**src/rtl/ring_inject_stage.sv**
```systemverilog
// ring_inject_stage: one ring stop. It ejects flits addressed to NODE_ID,
// forwards passing flits with one cycle of latency, and injects locally
// queued flits into free or just-vacated ring slots.
//
// Ports
//   clk        sole clock, rising edge
//   rst        synchronous active-low reset
//   ring_ci    flit arriving from the upstream stop (one slot per cycle)
//   ring_co    registered flit to the downstream stage
//   inj_flit   local flit offered for injection
//   inj_valid  inj_flit is valid this cycle
//   inj_ready  injection FIFO can accept a flit this cycle
//   ej_flit    registered flit ejected at this stop
//   ej_valid   one-cycle pulse per ejected flit
//   inj_stall  saturating count of cycles a queued flit has waited for a slot
//
// Flit layout: [0] valid, [4:1] destination node, [143:5] payload.
module ring_inject_stage #(
  parameter logic [3:0]  NODE_ID = 4'h0,
  parameter int unsigned DEPTH   = 4,
  parameter int unsigned STALL_W = 8
) (
  input  logic               clk,
  input  logic               rst,
  input  logic [143:0]       ring_ci,
  output logic [143:0]       ring_co,
  input  logic [143:0]       inj_flit,
  input  logic               inj_valid,
  output logic               inj_ready,
  output logic [143:0]       ej_flit,
  output logic               ej_valid,
  output logic [STALL_W-1:0] inj_stall
);

  localparam int unsigned FLIT_W = 144;
  localparam int unsigned PTR_W  = (DEPTH > 1) ? $clog2(DEPTH) : 1;
  localparam int unsigned CNT_W  = PTR_W + 1;

  logic [FLIT_W-1:0] mem [DEPTH];
  logic [PTR_W-1:0]  rd_ptr;
  logic [PTR_W-1:0]  wr_ptr;
  logic [CNT_W-1:0]  count;

  logic slot_pass;
  logic slot_eject;
  logic fifo_empty;
  logic push;
  logic pop;

  // Slot decode and FIFO handshake. A passing ring flit always owns the
  // outgoing slot; the FIFO head only goes out when the slot is empty or
  // was just vacated by an ejection.
  always_comb begin
    slot_pass  = ring_ci[0] && (ring_ci[4:1] != NODE_ID);
    slot_eject = ring_ci[0] && (ring_ci[4:1] == NODE_ID);
    fifo_empty = (count == '0);
    inj_ready  = rst && (count < CNT_W'(DEPTH));
    push       = inj_valid && inj_ready;
    pop        = rst && !slot_pass && !fifo_empty;
  end

  // FIFO storage; the valid bit is forced so a queued flit is always live.
  always_ff @(posedge clk) begin
    if (push) begin
      mem[wr_ptr] <= inj_flit | FLIT_W'(1);
    end
  end

  // Ring datapath, ejection, FIFO pointers and stall counter.
  always_ff @(posedge clk) begin
    if (!rst) begin
      ring_co   <= '0;
      ej_flit   <= '0;
      ej_valid  <= 1'b0;
      inj_stall <= '0;
      count     <= '0;
      rd_ptr    <= '0;
      wr_ptr    <= '0;
    end else begin
      ej_valid <= slot_eject;
      if (slot_eject) begin
        ej_flit <= ring_ci;
      end

      if (slot_pass) begin
        ring_co <= ring_ci;
      end else if (pop) begin
        ring_co <= mem[rd_ptr];
      end else begin
        ring_co <= '0;
      end

      // Pointers wrap naturally because DEPTH is a power of two.
      if (push) begin
        wr_ptr <= wr_ptr + PTR_W'(1);
      end
      if (pop) begin
        rd_ptr <= rd_ptr + PTR_W'(1);
      end

      case ({push, pop})
        2'b10:   count <= count + CNT_W'(1);
        2'b01:   count <= count - CNT_W'(1);
        default: count <= count;
      endcase

      // Counts only while a queued flit is blocked by passing traffic.
      if (pop || fifo_empty) begin
        inj_stall <= '0;
      end else if (slot_pass && (inj_stall != '1)) begin
        inj_stall <= inj_stall + STALL_W'(1);
      end
    end
  end

endmodule

```
**config.mk**
```make
export PLATFORM = sky130hd
export DESIGN_NAME = ring_inject_stage
export DESIGN_NICKNAME = d
export VERILOG_FILES = /design/src/rtl/ring_inject_stage.sv
export SDC_FILE = /design/constraint.sdc
export NUM_CORES = 1
export LEC_CHECK = 0
export ABC_AREA = 1
export BUFFER_PORTS_ARGS = -buffer_cell sky130_fd_sc_hd__buf_2
export CORE_MARGIN = 1.5
export CORE_UTILIZATION = 39
export DETAILED_ROUTE_END_ITERATION = 8
export SYNTH_ARGS = -nofsm -noshare
export SYNTH_HDL_FRONTEND = slang
export SYNTH_SLANG_ARGS = --single-unit
```
**constraint.sdc**
```tcl
create_clock -name clk -period 10.79 [get_ports clk]
set_input_delay 1.6185 -clock clk [delete_from_list [all_inputs] [get_ports clk]]
set_output_delay 1.6185 -clock clk [all_outputs]
set_load 0.05 [all_outputs]
```
==> summary.txt, run 1 <==
DP HPWL: 53460 microns
Synth cell types: 31
post-route ant nets: 0
Die ar.: 84440 sq um
minimum clock period: 4.805 ns
CTS HTree Levels: 3
commonest non-fill, non-tap cells in the layout: 586 x buf_2, 572 x edfxtp_1, 385 x o21ai_0, 362 x nand2_1, 306 x nor2_1
Initial Util: 0.3934
hold_sp: ej_flit[32]
WL/cell: 19.13 microns
setup TNS: 0 ns
Crit. Startpoint: rst
Core Rows: 105
vias in the first global route: 21336
r2r endpoint: mem[1][46]
clock latency on the worst-skew pair: 0.65 ns
Max-slew headroom: 0.3153
clock power share: 0.424
RSZ-0062 raised after global routing: false
Area Overhead vs Synth: 21.18%
P_sw: 1.855 mW
Longest Clk Path Bufs: 3
Sw Share: 0.2440
Worst-Margin Slew: 1.027 ns
most common cell after layout, fill and taps aside: buf_2
Die X: 290.6 microns
RePlAce Congestion: 0.8045
CP max FO: 51
CTS buffer count: 93
Hold Slack: 0.4396 ns
Synth Register Bits: 878
Hold WC Path Type: reg2reg
Layout Utilization: 0.4768
Core ar.: 81980 sq um
largest net degree at the start of global routing: 163
final hold vios: 0
clock sinks: 878
Overflow after GRT: 0
crit start category: input port
Leak: 15.32 nW
combinational share of power: 0.086
Vias per Instance: 4.982
Clock Skews: 0.03092 ns
initial antenna violation count: 29
layout net count: 3635
fmax: 208.1 MHz
mapped cell area: 32250 sq um
status: finished, final reports clean
Port Buf Inserts: 587
DIE HEIGHT: 290.6 microns
Reg power frac: 0.490
1st-iter DRT viols: 1415
Final period util: 0.4453
CTS tree: built
layout cells sized above 1: 0.2312
first drt pass iteration count: 5
Total Wirelength: 86120 microns
max_cap viols: 0
final-layout fill cell count: 7544
first-pass GRT wire length: 129400 microns
Overall Global Routing Usage: 0.1992
Synth Warn #: 0
post-CTS setup buffers: 0
Worst Path Arrival: 5.06 ns
required time of the critical path: 11.05 ns
Post-Syn Area per Cell: 11.45 sq um
FF-to-FF path depth: 5
critical path type: in2reg
CTS Root Cell: clkbuf_16
clock-pin slew on the worst setup and hold paths: 0.06 ns
Max VDD drop: 0.0001318 V
I/O Pins: 589
reg2reg start: count[2]
synthesized instance count: 2816
hold bufs inserted after CTS: 0
fin. max-slew vios: 0
Setup violations, final: 0
Worst R2R Setup Slack: 7.51 ns
DRC viols: 0
Pint: 5.750 mW
CP endpoint: mem[1][46]
Syn Nets: 3114
Seq/Total Area, Yosys: 0.7225
Cell Pwr Density: 194.6 nW/um^2
CP endpoint kind: register
CTS resizes: 0
DR vias: 22427
[Yosys cell counts (all sizes together)]
master,instances,area (sq um)
clkbuf,113,424.2
nand3,129,650.6
buf,75,485.5
dfxtp,306,6126
clkinv,1,5.000
nor2,313,1196
nand4,2,12.51
o21ai,408,2042
nand2,372,1426
o211ai,27,202.7
o22ai,116,725.7
a21oi,177,923.4
edfxtp,572,17180
inv,194,730.7
nor3,1,5.000
fa,1,20.02
ha,6,75.07
xor2,3,26.28
[critical path, stage by stage]
cell	delay, ns
clkbuf_8	0.30
inv_2	0.40
nor2_1	0.25
nand2_1	0.35
nor2_4	0.89
buf_4	0.57
buf_4	0.61
[power groups by stage]
stage               Sequential [mW]  Combinational [mW]  Clock, mW
finish                         3.73               0.655       3.22
global route                   3.74               0.711       3.42
CTS                            3.73               0.662       3.29
detailed placement             3.80               0.660          0
global placement               3.80               0.657          0
floorplan                      3.99               0.247          0
[logic make-up after synthesis]
group	share of synthesized area
and+or+nand+nor	0.1020
adders and majority gates	0.002948
AOI/OAI and AO/OA	0.1207
xor gates and xnor gates	0.0008148
buffers and inverters	0.05101
DFF	0.7225
[layer usage]
layer  vias up  global-route usage  wire [microns]
li1      10850                   -               -
met1     10760              0.2611           37590
met2       665              0.3219           40600
met3       128             0.05353            6177
met4        24             0.06257            1597
met5         -                   0             159
[area by class of cell]
type,count,area [sq um],share of cell area
clock inverter,34,359.1,0.009188
antenna,15,37.54,0.0009604
tap,1070,1339,0.03425
sequential,878,23310,0.5964
timing repair buffer,614,3149,0.08058
multi-input combinational,1555,7343,0.1879
inverter,195,749.5,0.01918
clock buffer,141,2796,0.07155
[through the flow]
stage,instances,power (mW),cell area [sq um],setup slack (ns)
3_5_place_dp,4312,4.459,35890,5.243
5_1_grt,4498,7.870,39070,5.743
3_3_place_gp,4312,4.454,35890,5.276
2_1_floorplan,2816,4.236,32250,1.396
6_report,4502,7.606,39080,5.985
4_1_cts,4487,7.686,39050,5.938
[state kept, by name, indices dropped and copies added, names as in the netlist, named ones only]
name and cells:
ej_valid 1, wr_ptr 2, inj_stall 8, mem 572
ring_co 144, rd_ptr 2, count 3, ej_flit 144
[how the worst min path moves through the flow]
stage                       end  depth (start not counted)
detailed placement   ej_flit[7]                          2
finish              ej_flit[32]                          2
global route        ej_flit[20]                          2
global placement    ej_flit[32]                          2
CTS                  ej_flit[7]                          2
floorplan              count[1]                          2
No activity file was read; power rests on OpenSTA's default activity.
==> run 2: changes to the inputs <==
- clock period: 10.79 -> 4.92 ns (I/O delays scaled with it)
==> run 2 against run 1 <==
Effect of this change: register-to-register slack got worse by 5.2 ns; utilization up 0.23 points; clock power rose by 120%; via count grew 0.10%; flip-flop and latch count unchanged; critical path type is now reg2reg; hold slack worse by 0.13 ns.
==> summary.txt, run 2 (same netlist as run 1, synthesis figures left out) <==
Port Buf Inserts: 587 (unchanged)
CTS buffer count: 93 (unchanged)
post-route ant nets: 0 (unchanged)
Area Overhead vs Synth: 21.76%
WL/cell: 18.99 microns (-0.74%)
DRC viols: 0 (unchanged)
layout cells sized above 1: 0.2346 (+0.003375)
Setup violations, final: 0 (unchanged)
hold bufs inserted after CTS: 0 (unchanged)
1st-iter DRT viols: 1376 (-2.8%)
CP endpoint: ring_co[76]
Hold WC Path Type: in2reg
max_cap viols: 0 (unchanged)
Worst Path Arrival: 3.16 ns (-1.90 ns)
Worst R2R Setup Slack: 2.33 ns (-5.18 ns)
clock sinks: 878 (unchanged)
CTS tree: built
CP endpoint kind: register
final-layout fill cell count: 7481 (-0.84%)
Core ar.: 81980 sq um (unchanged)
status: finished, final reports clean
Critical-path top delay cell: dfxtp_4
Core Rows: 105 (unchanged)
vias in the first global route: 21255 (-0.38%)
first drt pass iteration count: 7 (+2)
Leak: 15.41 nW (+0.55%)
Worst-Margin Slew: 1.126 ns (+0.09879 ns)
Max-slew headroom: 0.2495 (-0.06586)
Overflow after GRT: 0 (unchanged)
RSZ-0062 raised after global routing: false
fmax: 386.0 MHz
critical path type: reg2reg
WP depth: 5 (-2)
RePlAce Congestion: 0.7809 (-2.9%)
clock-pin slew on the worst setup and hold paths: 0.06 ns (about the same)
required time of the critical path: 5.49 ns (-5.56 ns)
placed cells: 4314 (+0.046%)
Overall Global Routing Usage: 0.1968 (-0.002398)
DP HPWL: 51630 microns (-3.4%)
Vias per Instance: 4.987 (+0.10%)
Die ar.: 84440 sq um (unchanged)
crit start category: register
DR vias: 22450 (+0.10%)
Total Wirelength: 85480 microns (-0.74%)
Max VDD drop: 0.0002546 V (+93%)
DIE HEIGHT: 290.6 microns (unchanged)
CTS resizes: 0 (unchanged)
CP max FO: 64 (+25%)
clock latency on the worst-skew pair: 0.64 ns (about the same)
CTS HTree Levels: 3 (unchanged)
Final period util: 0.5265
initial antenna violation count: 23 (-21%)
commonest non-fill, non-tap cells in the layout: 586 x buf_2, 572 x edfxtp_1, 385 x o21ai_0, 362 x nand2_1, 306 x nor2_1
post-CTS setup buffers: 0 (unchanged)
layout net count: 3637 (+0.055%)
CP delay by family, top: flip-flops
r2r endpoint: ring_co[76]
Longest Clk Path Bufs: 3 (unchanged)
CP cell instances: buf_4 -> o21ai_0 -> o22ai_1 -> nand2_1 -> nand2_1
Cell Pwr Density: 425.5 nW/um^2 (+120%)
worst path bufs/invs: 1 (-3)
CTS Root Cell: clkbuf_16
Biggest register: mem
Largest regs: mem (572), ej_flit (144), ring_co (144)
I/O Pins: 589 (unchanged)
final hold vios: 0 (unchanged)
minimum clock period: 2.590 ns
fin cells: 4502 (unchanged)
most common cell after layout, fill and taps aside: buf_2
Clock Skews: 0.03521 ns (+0.004291 ns)
Die X: 290.6 microns (unchanged)
max FFs per register: 572 (unchanged)
first-pass GRT wire length: 128100 microns (-0.99%)
Layout Utilization: 0.4791 (+0.002305)
Worst path most repeated cell: nand2_1
fin. max-slew vios: 0 (unchanged)
FF-to-FF path depth: 5 (unchanged)
largest net degree at the start of global routing: 186 (+14%)
slowest stage delay, CP: 0.82 ns (-0.07 ns)
Initial Util: 0.3934 (unchanged)
run 2: cell count changes in the layout (fill, tap and decap cells not counted):
cell / previous run / this run
buf_12: 0 / 12
clkinv_2: 9 / 21
buf_4: 27 / 17
clkbuf_1: 25 / 18
clkbuf_8: 17 / 14
clkinv_1: 8 / 5
diode_2: 15 / 13
inv_6: 5 / 3
bufinv_16: 4 / 5
clkbuf_16: 99 / 100
clkinv_4: 3 / 4
clkinvlp_4: 2 / 3
inv_4: 1 / 0
run 2: area by class of cell:
type,instances,area [sq um],share of cell area
inverters,195,749.5,0.01908
multi-input cells,1555,7343,0.1870
diodes,13,32.53,0.0008283
clock buffers,132,2754,0.07012
clock inverters,43,430.4,0.01096
repair buffers,616,3314,0.08440
flip-flops and latches,878,23310,0.5935
well taps,1070,1339,0.03409
run 2: stage by stage:
| stage | setup TNS [ns] | setup WS, ns | hold WS [ns] | total power, mW | area (sq um) |
|---|---|---|---|---|---|
| after floorplan | -697.10 | -1.219 | 0.4585 | 9.278 | 32260 |
| after detailed placement | 0 | 1.718 | 0.4329 | 9.790 | 36060 |
| after global routing | 0 | 2.136 | 0.2743 | 17.29 | 39260 |
| after global placement | 0 | 1.715 | 0.4287 | 9.777 | 36060 |
| after CTS | 0 | 2.274 | 0.2570 | 16.88 | 39240 |
| final | 0 | 2.330 | 0.3060 | 16.71 | 39270 |
run 2: worst min path at each step:
stage	startpoint	slack, ns	end	depth (start not counted)
after floorplan	count[1]	0.46	count[1]	2
after global routing	inj_flit[21]	0.27	mem[3][20]	1
after CTS	inj_flit[31]	0.26	mem[2][30]	1
after global placement	ej_flit[41]	0.43	ej_flit[41]	2
after detailed placement	ej_flit[13]	0.43	ej_flit[13]	2
final	inj_flit[91]	0.31	mem[2][90]	1
run 2: report_power, final:
| group | internal, mW | switching, mW | total (mW) | leakage (nW) |
|---|---|---|---|---|
| combinational | 0.358 | 1.09 | 1.45 | 6.14 |
| sequential | 8.09 | 0.0757 | 8.17 | 7.69 |
| clock | 4.20 | 2.89 | 7.09 | 1.57 |
run 2: metal layers:
metal  wire, microns  track usage  up-vias  share of wire
met2           40620       0.3254      753           0.48
met5             103            0        -         0.0012
met3            6440      0.05269      115          0.075
li1                -            -    10854              -
met1           36630       0.2545    10712           0.43
met4            1680      0.05478       16          0.020
